`src/rtl/traffic_generator_ctrl.sv`:
```
// traffic_generator_ctrl
// Run-control sequencer between the CPU register block and the packet
// generation engine. Launches one packet at a time with a programmable
// inter-packet gap, counts completed packets and reports busy/done/error.
// All outputs are registered.
//
// Optional build macro: TRAFFIC_GENERATOR_CTRL_LEN_SWEEP_EN
//   adds cfg_pkt_len_max and sweeps the packet length from cfg_pkt_len up to
//   cfg_pkt_len_max, wrapping back, one step per launch.
//
// state     | meaning
// ----------+------------------------------------------------------------
// IDLE      | no run in progress; waiting for an accepted start
// LAUNCH    | gen_req asserted, waiting for the engine to take the packet
// WAIT_DONE | packet accepted, waiting for gen_done
// GAP       | counting idle cycles before the next launch

module traffic_generator_ctrl #(
    parameter int COUNT_WIDTH = 32,
    parameter int GAP_WIDTH   = 16,
    parameter int LEN_WIDTH   = 14,
    parameter int MIN_LEN     = 60
) (
    input  logic                   S_AXI_ACLK,
    input  logic                   S_AXI_ARESETN,
    input  logic                   ctrl_start,
    input  logic                   ctrl_stop,
    input  logic [COUNT_WIDTH-1:0] cfg_pkt_count,
    input  logic [GAP_WIDTH-1:0]   cfg_gap,
    input  logic [LEN_WIDTH-1:0]   cfg_pkt_len,
`ifdef TRAFFIC_GENERATOR_CTRL_LEN_SWEEP_EN
    input  logic [LEN_WIDTH-1:0]   cfg_pkt_len_max,
`endif
    output logic                   gen_req,
    output logic [LEN_WIDTH-1:0]   gen_len,
    input  logic                   gen_ready,
    input  logic                   gen_done,
    output logic                   stat_busy,
    output logic                   stat_done,
    output logic                   stat_cfg_err,
    output logic [COUNT_WIDTH-1:0] stat_pkts_sent,
    input  logic                   stat_clear
);

    localparam logic [LEN_WIDTH-1:0]   MIN_LEN_V = LEN_WIDTH'(MIN_LEN);
    localparam logic [COUNT_WIDTH-1:0] CNT_ONE   = COUNT_WIDTH'(1);
    localparam logic [GAP_WIDTH-1:0]   GAP_ONE   = GAP_WIDTH'(1);

    typedef enum logic [1:0] {
        ST_IDLE      = 2'd0,
        ST_LAUNCH    = 2'd1,
        ST_WAIT_DONE = 2'd2,
        ST_GAP       = 2'd3
    } state_t;

    state_t                 state_q, state_d;
    logic [COUNT_WIDTH-1:0] count_q, count_d;
    logic [GAP_WIDTH-1:0]   gap_cfg_q, gap_cfg_d;
    logic [GAP_WIDTH-1:0]   gap_cnt_q, gap_cnt_d;
    logic                   stop_pending_q, stop_pending_d;
    logic                   gen_req_q, gen_req_d;
    logic [LEN_WIDTH-1:0]   gen_len_q, gen_len_d;
    logic                   busy_q, busy_d;
    logic                   done_q, done_d;
    logic                   cfg_err_q, cfg_err_d;
    logic [COUNT_WIDTH-1:0] pkts_q, pkts_d;
`ifdef TRAFFIC_GENERATOR_CTRL_LEN_SWEEP_EN
    logic [LEN_WIDTH-1:0]   len_base_q, len_base_d;
    logic [LEN_WIDTH-1:0]   len_max_q, len_max_d;
`endif

    logic                   start_ok;
    logic                   start_bad;
    logic                   pkt_inc;
    logic                   done_set;
    logic                   launch_next;
    logic [COUNT_WIDTH-1:0] pkts_new;
    logic [LEN_WIDTH-1:0]   len_next;

    // A start coinciding with a stop is dropped entirely, including the length check.
    assign start_ok  = ctrl_start && !ctrl_stop && (cfg_pkt_len >= MIN_LEN_V);
    assign start_bad = ctrl_start && !ctrl_stop && (cfg_pkt_len <  MIN_LEN_V);

    // Count after a completed packet; a coincident clear restarts it at one.
    assign pkts_new = stat_clear         ? CNT_ONE :
                      (pkts_q == '1)     ? pkts_q  :
                                           pkts_q + CNT_ONE;

    // Length for the next launch within a run.
`ifdef TRAFFIC_GENERATOR_CTRL_LEN_SWEEP_EN
    always_comb begin
        if ((len_max_q <= len_base_q) || (gen_len_q >= len_max_q)) begin
            len_next = len_base_q;
        end else begin
            len_next = gen_len_q + LEN_WIDTH'(1);
        end
    end
`else
    assign len_next = gen_len_q;
`endif

    // Next-state and registered-output computation.
    always_comb begin
        state_d        = state_q;
        count_d        = count_q;
        gap_cfg_d      = gap_cfg_q;
        gap_cnt_d      = gap_cnt_q;
        stop_pending_d = stop_pending_q;
        gen_len_d      = gen_len_q;
        pkts_d         = pkts_q;
`ifdef TRAFFIC_GENERATOR_CTRL_LEN_SWEEP_EN
        len_base_d     = len_base_q;
        len_max_d      = len_max_q;
`endif
        pkt_inc        = 1'b0;
        done_set       = 1'b0;
        launch_next    = 1'b0;

        case (state_q)
            ST_IDLE: begin
                if (start_ok) begin
                    state_d        = ST_LAUNCH;
                    count_d        = cfg_pkt_count;
                    gap_cfg_d      = cfg_gap;
                    gen_len_d      = cfg_pkt_len;
                    stop_pending_d = 1'b0;
                    pkts_d         = '0;
`ifdef TRAFFIC_GENERATOR_CTRL_LEN_SWEEP_EN
                    len_base_d     = cfg_pkt_len;
                    len_max_d      = cfg_pkt_len_max;
`endif
                end
            end
            ST_LAUNCH: begin
                // Once the engine has taken the packet it must complete, so a
                // stop in the handshake cycle is deferred until gen_done.
                if (gen_ready) begin
                    state_d        = ST_WAIT_DONE;
                    stop_pending_d = ctrl_stop;
                end else if (ctrl_stop) begin
                    state_d  = ST_IDLE;
                    done_set = 1'b1;
                end
            end
            ST_WAIT_DONE: begin
                if (ctrl_stop) begin
                    stop_pending_d = 1'b1;
                end
                if (gen_done) begin
                    pkt_inc = 1'b1;
                    pkts_d  = pkts_new;
                    if (stop_pending_q || ctrl_stop ||
                        ((count_q != '0) && (pkts_new == count_q))) begin
                        state_d        = ST_IDLE;
                        stop_pending_d = 1'b0;
                        done_set       = 1'b1;
                    end else if (gap_cfg_q == '0) begin
                        state_d     = ST_LAUNCH;
                        launch_next = 1'b1;
                    end else begin
                        state_d   = ST_GAP;
                        gap_cnt_d = gap_cfg_q;
                    end
                end
            end
            ST_GAP: begin
                if (ctrl_stop) begin
                    state_d  = ST_IDLE;
                    done_set = 1'b1;
                end else begin
                    gap_cnt_d = gap_cnt_q - GAP_ONE;
                    if (gap_cnt_q <= GAP_ONE) begin
                        state_d     = ST_LAUNCH;
                        launch_next = 1'b1;
                    end
                end
            end
            default: begin
                state_d = ST_IDLE;
            end
        endcase

        if (launch_next) begin
            gen_len_d = len_next;
        end

        if (stat_clear && !pkt_inc) begin
            pkts_d = '0;
        end

        // Setting events take priority over a coincident clear.
        if (done_set) begin
            done_d = 1'b1;
        end else if (stat_clear || start_ok && (state_q == ST_IDLE)) begin
            done_d = 1'b0;
        end else begin
            done_d = done_q;
        end

        if (start_bad && (state_q == ST_IDLE)) begin
            cfg_err_d = 1'b1;
        end else if (stat_clear) begin
            cfg_err_d = 1'b0;
        end else begin
            cfg_err_d = cfg_err_q;
        end

        gen_req_d = (state_d == ST_LAUNCH);
        busy_d    = (state_d != ST_IDLE);
    end

    // State and output registers.
    always_ff @(posedge S_AXI_ACLK or negedge S_AXI_ARESETN) begin
        if (!S_AXI_ARESETN) begin
            state_q        <= ST_IDLE;
            count_q        <= '0;
            gap_cfg_q      <= '0;
            gap_cnt_q      <= '0;
            stop_pending_q <= 1'b0;
            gen_req_q      <= 1'b0;
            gen_len_q      <= '0;
            busy_q         <= 1'b0;
            done_q         <= 1'b0;
            cfg_err_q      <= 1'b0;
            pkts_q         <= '0;
`ifdef TRAFFIC_GENERATOR_CTRL_LEN_SWEEP_EN
            len_base_q     <= '0;
            len_max_q      <= '0;
`endif
        end else begin
            state_q        <= state_d;
            count_q        <= count_d;
            gap_cfg_q      <= gap_cfg_d;
            gap_cnt_q      <= gap_cnt_d;
            stop_pending_q <= stop_pending_d;
            gen_req_q      <= gen_req_d;
            gen_len_q      <= gen_len_d;
            busy_q         <= busy_d;
            done_q         <= done_d;
            cfg_err_q      <= cfg_err_d;
            pkts_q         <= pkts_d;
`ifdef TRAFFIC_GENERATOR_CTRL_LEN_SWEEP_EN
            len_base_q     <= len_base_d;
            len_max_q      <= len_max_d;
`endif
        end
    end

    assign gen_req        = gen_req_q;
    assign gen_len        = gen_len_q;
    assign stat_busy      = busy_q;
    assign stat_done      = done_q;
    assign stat_cfg_err   = cfg_err_q;
    assign stat_pkts_sent = pkts_q;

endmodule

```
`config.mk`:
```
export PLATFORM = sky130hd
export DESIGN_NAME = traffic_generator_ctrl
export DESIGN_NICKNAME = d
export VERILOG_FILES = /design/src/rtl/traffic_generator_ctrl.sv
export SDC_FILE = /design/constraint.sdc
export NUM_CORES = 1
export LEC_CHECK = 0
export BUFFER_PORTS_ARGS = -buffer_cell sky130_fd_sc_hd__buf_2
export CORE_UTILIZATION = 50
export CTS_BUF_LIST = sky130_fd_sc_hd__clkbuf_16
export DETAILED_ROUTE_END_ITERATION = 6
export HOLD_SLACK_MARGIN = 0.03
export MAX_ROUTING_LAYER = met4
export PLACE_DENSITY_LB_ADDON = 0.05
export SYNTH_ARGS = -nofsm -noshare
export SYNTH_HDL_FRONTEND = slang
export SYNTH_SLANG_ARGS = --single-unit
```
`constraint.sdc`:
```
create_clock -name S_AXI_ACLK -period 3.9 [get_ports S_AXI_ACLK]
set_input_delay 1.17 -clock S_AXI_ACLK [delete_from_list [all_inputs] [get_ports S_AXI_ACLK]]
set_output_delay 1.17 -clock S_AXI_ACLK [all_outputs]
set_load 0.03 [all_outputs]
```
# == Word-level counts from Yosys, hierarchy flattened ==
# Index checks and enable logic that the tools add are counted.
# totals
regBits,117
latchBits,0
ram_bits,0
rom_bits,0
inputBits,69
out_inout_bits,50
elab_cells,100
n_memories,0
# classes
addsub,2
multipliers,0
div,0
order_cmp,3
eq_ne,14
shifts,0
n_mux,43
bitwise,1
n_reduce_logical,26
# ops
op,n
32-bit 2-to-1 mux,5
16-bit 2-to-1 mux,4
32-bit case mux with 2 select lines,1
32-bit by 1-bit adder with 32-bit output (second input constant),1
32-bit equality test,1
32-bit equality test (second input constant),1
16-bit case mux with 2 select lines,1
32-bit nonzero test,1
1-bit 2-to-1 mux,20
16-bit by 1-bit <= comparator with 1-bit output (second input constant),1
16-bit zero test,1
2-bit 2-to-1 mux,8
16-bit by 1-bit subtractor with 16-bit output (second input constant),1
14-bit by 6-bit greater-or-equal comparator with 1-bit output (second input constant),1
14-bit by 6-bit < comparator with 1-bit output (second input constant),1
2-bit != test (second input constant),6
3-bit AND reduction,3
2-bit case mux with 4 select lines,1
2-bit nonzero test,4
1-bit logical AND,7
3-bit != test (second input constant),2
1-bit case mux with 3 select lines,2
3-bit nonzero test,2
5-bit AND reduction,1
other kinds (8),13

# == Longest topological paths before layout ==
# Gate-level depths: netlist of the first run.
# logic_depth
ltp_word,11
depth_mapped,17
depth_no_buf,12

# == Worst setup path after synthesis of the first run ==
# No wires, ideal clock.
# synth_path
path_type,in2reg
from,input stat_clear
to,"register gen_len_q[10], in the netlist gen_len[10]"
setup_ps,125
t_arrival_ps,3733
required_ps,3775
slack_ps,42
path_stages,13
path_buffers,5
path_cell_list,clkbuf_1 -> clkbuf_1 -> clkbuf_1 -> clkbuf_1 -> nor3b_1 -> nand3b_1 -> o311ai_0 -> o311a_1 -> o2111ai_2 -> nand2_4 -> o311ai_4 -> buf_8 -> mux2_4
# synth_between
elab_chain_cells,9
# synth_lines
item,line,rtl
start: declaration,42,input logic stat_clear
32-bit 2-to-1 mux,85,assign pkts_new = stat_clear ? CNT_ONE :
32-bit equality test,153,((count_q != '0) && (pkts_new == count_q))) begin
1-bit logical AND,153,
1-bit logical OR,152,if (stop_pending_q || ctrl_stop ||
1-bit 2-to-1 mux,152,
1-bit 2-to-1 mux,149,if (gen_done) begin
1-bit case mux with 2 select lines,119,case (state_q)
1-bit inverter (no source line),--,
3-bit AND reduction (no source line),--,
end signal: assignment,237,gen_len_q <= gen_len_d;
end: declaration,62,"logic [LEN_WIDTH-1:0] gen_len_q, gen_len_d;"
# No other way between the ends.
# A chain may end at the register's enable or synchronous reset.

# == Worst setup path after layout of the first run ==
# layout_path
from,"register pkts_q[0], in the netlist stat_pkts_sent[0]"
to,register gap_cnt_q[14]
# layout_between
elab_chain_cells,8
elab_cells_between_ends,9
classes_between,add/sub: 1; eq/ne: 3; mux: 2; reduce/logical: 3
# layout_lines
item,line,rtl
start: declaration,66,"logic [COUNT_WIDTH-1:0] pkts_q, pkts_d;"
start signal: assignment,241,pkts_q <= pkts_d;
32-bit by 1-bit adder with 32-bit output / 32-bit equality test (equally long branches),"87, 86",
32-bit 2-to-1 mux (*),86,(pkts_q == '1) ? pkts_q :
32-bit 2-to-1 mux (*),85,
32-bit equality test (*),153,
1-bit logical AND (*),153,
1-bit logical OR (*),152,
2-bit != test (no source line) (*),--,
5-bit AND reduction (no source line) (*),--,
end signal: assignment,234,gap_cnt_q <= gap_cnt_d;
end: declaration,59,"logic [GAP_WIDTH-1:0] gap_cnt_q, gap_cnt_d;"
# Mark *: on every way between the ends. The rest lies on a longest branch, timed or not.

==> reports/results.tsv, run 1 <==
stage	metric	value	unit
global_routing	grt_antenna_before_repair	0	
pwr	ir_drop	0.455	mV
pwr	comb_power_share	35.3	%
pwr	p_per_area	587	nW/um^2
detailed_routing	drc	22	
pwr	p_leak	4.27	nW
synth	async_reset_ff_share	100	%
synth	netlist_top_cells_count	dfrtp_1 (117), o21ai_0 (70), nor2_1 (62)	
setup_path	cp.required	4.21	ns
die	die_w	125	um
clock_tree	cts.sinks	117	
detailed_routing	drt_pre_antenna_iters	7	
synth	syn_area_per_cell	9.26	sq um
placed_design	hpwl	18.3	mm
setup_path	worst-setup-path-type	reg2reg	
finish	drive_above_1_share	35.1	%
placed_design	place.gp.congestion	1.01	
timing	clock_skew	0.00913	ns
die	start_util	51.5	%
timing	finalHoldViolCount	0	
clock_tree	htreeDepth	4	
finish	final_util	67.0	%
timing	drv_slew	0	
detailed_routing	via_per_inst	6.22	
detailed_routing	drt_wl_total	24.7	mm
synth	synth_top_cell_by_area	dfrtp_1	
setup_path	worstSetupStartpointType	register	
setup_path	critPathMaxFanout	12	
finish	fill_cells	1174	
timing	worst_slew_margin_rel	19.9	%
synth	yosysMostFrequentCell	dfrtp_1	
clock_tree	clock_path_buffers	2	
finish	finalInstanceArea	9810	sq um
clock_tree	clk_latency	0.42	ns
die	dieArea	15600	sq um
synth	ys_warn_count	0	
flow_run	cap_viol_max_count	0	
clock_tree	clk_pin_slew	0.06	ns
detailed_routing	drtIter0Drc	829	
timing	min_period	3.79	ns
timing	worstMarginPinSlew	1.20	ns
global_routing	grt_use_total	33.2	%
pwr	power_frac_seq	37.4	%
synth	synth_cell_types	81	
setup_path	crit_arrival	4.10	ns
setup_path	cp-end-kind	register	
clock_tree	cts_buffers	17	
die	core_area	14600	sq um
detailed_routing	final_antenna_net_count	0	
global_routing	grt_pass1_wl	39.0	mm
synth	ys_seq_elements	117	
die	io_pins	119	
outcome	status	complete, but fails checks	
clock_tree	cts_tree	done	
die	num_rows	44	
min_path	hold_path_class	reg2reg	
timing	timing.fmax	0.264	GHz
outcome	violations	DRC	
global_routing	grt_overflow	0	
pwr	p_sw	2.15	mW
detailed_routing	num_vias	7532	
finish	areaGrowthSynthToFinish	30.0	%
finish	num_antenna_cells	0	
synth	yosysTopAreaCellShare	38.8	%
timing	period_share	97.2	%
pwr	p_int	3.61	mW
global_routing	grt_max_degree	58	
die	die-height	125	um
synth	synth_flop_cell	dfrtp_1	
placed_design	placed_cell_area	8990	sq um
clock_tree	clock-root-buffer	clkbuf_16	
synth	synth_area	7540	sq um
pwr	p_sw_share	37.3	%
timing	rsz0062_at_grt	no	
finish	fin_nets	1091	
timing	finalSetupViolations	0	
placed_design	port_buffers	118	
synth	ys_seq_area_share	38.8	%
synth	syn_inst	815	
synth	synthTopCellsByArea	dfrtp_1 (39%), mux2_2 (7.5%), o21ai_0 (4.6%)	
synth	synth_nets	892	
global_routing	grt_pass1_vias	7099	
synth	synth_edf_count	0	
pwr	p_clk_share	27.3	%
detailed_routing	routedWlPerCell	20.4	um
## worst paths after layout
kind | slack [ns] | depth (start not counted) | to | from
worst max register to register | 0.11 | 13 | gap_cnt_q[14] | stat_pkts_sent[0]
min in group asynchronous | 0.72 | 1 | stat_pkts_sent[19] | S_AXI_ARESETN
worst min-delay path | 0.50 | 1 | gen_len[0] | gen_len[0]
worst min register to register | 0.50 | 1 | gen_len[0] | gen_len[0]
max in group asynchronous | 2.46 | 2 | count_q[5] | S_AXI_ARESETN
worst max-delay path | 0.11 | 13 | gap_cnt_q[14] | stat_pkts_sent[0]
## cell type report
| class | count | area (sq um) | share of cell area [%] |
|---|---|---|---|
| Clock inverter | 15 | 163 | 1.66 |
| Sequential cell | 117 | 2930 | 29.9 |
| Multi-Input combinational cell | 621 | 4430 | 45.2 |
| Inverter | 22 | 82.6 | 0.842 |
| Timing Repair Buffer | 235 | 1550 | 15.8 |
| Clock buffer | 17 | 425 | 4.34 |
| Tap cell | 184 | 230 | 2.35 |
## cell families (layout without fill, tap and decap cells)
logic type / Yosys count / in the layout / share of synthesized area, %
and+or+nand+nor: 300 / 300 / 22.0
AOI/OAI and AO/OA: 218 / 218 / 19.3
DFF: 117 / 117 / 38.8
buffers and inverters: 77 / 289 / 4.56
muxes: 65 / 65 / 10.1
xor gates and xnor gates: 30 / 30 / 3.95
adders and majority gates: 8 / 8 / 1.33
## cell usage in the layout (no fill, tap or decap), drive strengths merged, types with 7 or more instances in the layout
master	n
a21oi	51
a31oi	10
and4	12
buf	234
clkbuf	18
clkinv	7
dfrtp	117
ha	8
inv	25
mux2	60
nand2	55
nand2b	11
nand3	26
nand4	19
nor2	62
nor2b	15
nor3	35
nor3b	7
nor4	21
o2111ai	9
o21ai	70
o22a	7
o311ai	7
o31ai	11
xnor2	17
xor2	11
## routing by layer
metal	up-vias	global-route usage (%)	wire [um]
met1	3692	45.3	11100
met2	350	50.8	11300
li1	3444	-	-
met5	-	-	0
met4	0	9.25	447
met3	46	5.88	1860
## sequential cells by signal (all words and copies together) (netlist names)
register,count
gap_cnt_q,16
stat_cfg_err,1
stop_pending_q,1
stat_busy,1
stat_pkts_sent,32
state_q,2
count_q,32
gap_cfg_q,16
gen_len,14
stat_done,1
gen_req,1
## critical path, cell delays in order, from the launching register on
cell	delay, ns
dfrtp_1	0.35
ha_1	0.19
nand3_1	0.11
or4_4	0.53
buf_4	0.16
a211oi_1	0.58
or4_1	0.22
nand4_1	0.14
nor4b_4	0.35
o2111ai_4	0.25
a21oi_4	0.29
buf_12	0.17
o21ba_2	0.16
o22a_1	0.17
## repair_timing
action | 4_1_cts | 5_1_grt
pin swaps | 1 | 10
endpoints found under the setup margin | 30 | 33
cloned | 0 | 1
gates resized for setup | 3 | 26
buffers inserted | 2 | 2
hold buffers | 0 | 0
## metrics by stage
stage | setup slack [ns] | power, mW | hold WS, ns | TNS [ns] | cells
2_1_floorplan | 0.0423 | 3.43 | 0.470 | 0 | 815
3_3_place_gp | -0.411 | 4.03 | 0.484 | -10.02 | 1174
3_5_place_dp | -0.419 | 4.10 | 0.493 | -9.65 | 1174
4_1_cts | 0.0111 | 5.70 | 0.506 | 0 | 1208
5_1_grt | 0.000424 | 6.07 | 0.513 | 0 | 1211
6_report | 0.107 | 5.76 | 0.504 | 0 | 1211
## power groups by stage
stage / Combinational, mW / Sequential [mW] / Clock (mW)
after global routing: 2.21 / 2.22 / 1.64
after detailed placement: 1.95 / 2.15 / 0
after global placement: 1.90 / 2.13 / 0
after CTS: 1.97 / 2.14 / 1.59
after floorplan: 1.26 / 2.18 / 0
final: 2.03 / 2.16 / 1.57
Power figures use the tool's default switching activity.
==> run 2: changes to the inputs <==
--- a/config.mk
+++ b/config.mk
@@ -6,7 +6,9 @@
 export NUM_CORES = 1
 export LEC_CHECK = 0
 export BUFFER_PORTS_ARGS = -buffer_cell sky130_fd_sc_hd__buf_2
-export CORE_UTILIZATION = 50
+export CELL_PAD_IN_SITES_DETAIL_PLACEMENT = 1
+export CELL_PAD_IN_SITES_GLOBAL_PLACEMENT = 1
+export CORE_UTILIZATION = 44
 export CTS_BUF_LIST = sky130_fd_sc_hd__clkbuf_16
 export DETAILED_ROUTE_END_ITERATION = 6
 export HOLD_SLACK_MARGIN = 0.03
==> run 2 against run 1 <==
  * The run now ends clean
  * Global-route usage rose by 1.3 points
  * First-iteration DRC count fell by 18%
  * Routed wire length rose by 20%
  * Final area rose by 1.5%
  * Register-to-register slack got worse by 0.05 ns
  * Combinational power rose by 6%
  * Clock skew rose by 0.0065 ns
  * Sequential share of layout area fell by 0.38 points
  * Fmax fell by 1.2%
  * Die area rose by 13%
  * Sequential cell count did not move
  * Highest routed layer unchanged
==> reports/results.tsv, run 2 (synthesis results as in run 1) <==
stage	metric	value	unit	change
finish	fill_cells	1918		+63%
detailed_routing	routedWlPerCell	23.8	um	+17%
setup_path	critical-path-top-delay-family	compound AO/OA/AOI/OAI gates		
setup_path	endpoint	gap_cnt_q[14]		
detailed_routing	wl_met3	2.05	mm	+10%
setup_path	worstSetupStartpointType	register		
setup_path	crit_chain	and4_2, and4_1, buf_4, a211oi_1, xnor2_1, a21oi_1, nor3_1, o2111a_2, o2111ai_4, a21oi_4, buf_12, o21ba_2, o22a_1		
die	io_pins	119		unchanged
setup_path	worst-setup-path-type	reg2reg		
clock_tree	clock-root-buffer	clkbuf_16		
setup_path	cp.required	4.21	ns	about the same
pwr	ir_drop	0.392	mV	-14%
placed_design	port_buffers	118		unchanged
setup_path	cp-end-kind	register		
setup_path	worst-path-buf-inv	2		unchanged
global_routing	grt_use_total	34.5	%	+1.3 points
detailed_routing	highest_layer	met4		
detailed_routing	drc	0		-100%
timing	min_period	3.84	ns	+0.0453 ns
finish	final_util	59.8	%	-7.2 points
setup_path	critPathMaxFanout	7		-5
setup_path	timing.rr.start	stat_pkts_sent[7]		
flow_run	cap_viol_max_count	0		unchanged
finish	num_antenna_cells	0		unchanged
die	die-height	133	um	+6.5%
detailed_routing	drtIter0Drc	678		-18%
pwr	p_per_area	606	nW/um^2	+3.1%
timing	drv_slew	0		unchanged
clock_tree	clock_path_buffers	2		unchanged
setup_path	crit_arrival	4.14	ns	+0.04 ns
clock_tree	clk_latency	0.43	ns	about the same
timing	clock_skew	0.0156	ns	+0.00645 ns
timing	period_share	98.4	%	+1.2 points
detailed_routing	met2_length	14.5	mm	+29%
timing	worstMarginPinSlew	0.943	ns	-0.254 ns
timing	finalSetupTns	0	ns	unchanged
die	dieArea	17700	sq um	+13%
placed_design	dp.cells	1201		+2.3%
outcome	status	complete, no violations		
timing	finalSetupViolations	0		unchanged
global_routing	grt_antenna_before_repair	0		unchanged
clock_tree	cts.sinks	117		unchanged
min_path	hold_path_class	reg2reg		
setup_path	cp.depth	13		unchanged
clock_tree	clk_pin_slew	0.06	ns	about the same
detailed_routing	drt_wl_total	29.6	mm	+20%
detailed_routing	drt_pre_antenna_iters	6		-1
finish	drive_above_1_share	36.5	%	+1.4 points
timing	timing.fmax	0.261	GHz	-1.2%
setup_path	startpoint	stat_pkts_sent[7]		
finish	areaGrowthSynthToFinish	32.0	%	
setup_path	r2r_slack	0.06	ns	-0.05 ns
timing	finalHoldViolCount	0		unchanged
pwr	p_leak	4.29	nW	+0.54%
timing	worst_slew_margin_rel	37.1	%	+17 points
detailed_routing	via_per_inst	6.30		+1.3%
global_routing	grt_pass1_vias	8188		+15%
detailed_routing	met1_length	12.3	mm	+11%
placed_design	hpwl	20.5	mm	+12%
setup_path	max_stage_delay	0.53	ns	-0.05 ns
finish	final_cell_mix	buf_2 (118), dfrtp_1 (112), buf_4 (106)		
setup_path	timing.rr.end	gap_cnt_q[14]		
finish	instances_no_fill	1245		+2.8%
finish	multiInputGateArea	4480	sq um	+1.1%
setup_path	ff2ff_path_depth	13		unchanged
global_routing	grt_overflow	0		unchanged
global_routing	grt_pass1_wl	45.4	mm	+16%
setup_path	cp_slowest_cell	xnor2_1		
placed_design	place.gp.congestion	1.00		-0.68%
die	die_w	133	um	+6.5%
clock_tree	cts_buffers	17		unchanged
finish	fin_nets	1089		-0.18%
die	num_rows	47		+6.8%
global_routing	grt_max_degree	50		-14%
finish	final_common_cell	buf_2		
pwr	power.total	6.03	mW	+4.7%
detailed_routing	num_vias	7841		+4.1%
clock_tree	cts_tree	done		
clock_tree	htreeDepth	4		unchanged
die	core_area	16600	sq um	+14%
detailed_routing	final_antenna_net_count	0		unchanged
finish	seqCellArea	2930	sq um	+0.21%
die	start_util	45.3	%	-6.2 points
[run 2: changes by cell type in the layout (fill, tap and decap cells not counted), moves of 2 or more]
cell,delta
a21oi_2,+3
clkinv_4,+3
nor2_2,-2
clkinvlp_4,-2
a21oi_1,-3
inv_6,+3
dfrtp_2,+5
dfrtp_1,-5
a2111oi_4,+2
a2111oi_2,-2
clkinv_1,-5
buf_4,-5
[run 2: layout make-up]
type / count / area share [%]
multi-input cells: 621 / 45.0
well taps: 220 / 2.77
flip-flops and latches: 117 / 29.5
clock inverters: 15 / 1.95
repair buffers: 233 / 15.7
inverters: 22 / 0.830
clock buffers: 17 / 4.27
[run 2: timing repair]
action                     in CTS  in global routing
gates resized for setup         2                 42
setup endpoints to repair      35                 33
pin swaps                       3                 16
gates cloned                    0                  2
hold buffers                    0                  0
setup buffers                   4                  6
[run 2: layer usage]
| metal | up-vias | global-route usage, % |
|---|---|---|
| li1 | 3446 | - |
| met1 | 3964 | 43.2 |
| met2 | 355 | 56.5 |
| met3 | 76 | 5.75 |
| met4 | 0 | 11.2 |
| met5 | - | - |
[run 2: report_power, final]
part | internal [mW] | total, mW | switching (mW)
Combinational | 0.987 | 2.16 | 1.18
Sequential | 1.66 | 2.20 | 0.542
Clock | 1.02 | 1.67 | 0.648
[run 2: how the worst min path moves through the flow]
stage / from / cells past startpoint / end
2_1_floorplan: gap_cnt_q[1] / 2 / gap_cnt_q[1]
3_3_place_gp: gen_len[1] / 1 / gen_len[1]
3_5_place_dp: gen_len[9] / 1 / gen_len[9]
4_1_cts: gen_len[9] / 1 / gen_len[9]
5_1_grt: gen_len[9] / 1 / gen_len[9]
6_report: gen_len[8] / 1 / gen_len[8]
[run 2: worst reg2reg max path, cell delays in order, from the launching register on]
cell,delay (ns)
dfrtp_1,0.48
and4_2,0.36
and4_1,0.35
buf_4,0.20
a211oi_1,0.12
xnor2_1,0.54
a21oi_1,0.15
nor3_1,0.20
o2111a_2,0.29
o2111ai_4,0.20
a21oi_4,0.34
buf_12,0.17
o21ba_2,0.16
o22a_1,0.18
[run 2: stage by stage]
stage          setup WS [ns]  cell area, sq um  hold slack (ns)
2_1_floorplan         0.0423              7540            0.470
5_1_grt              -0.0491              9950            0.514
4_1_cts               0.0176              9640            0.507
6_report              0.0620              9950            0.506
3_3_place_gp          -0.351              8970            0.486
3_5_place_dp          -0.536              8970            0.490
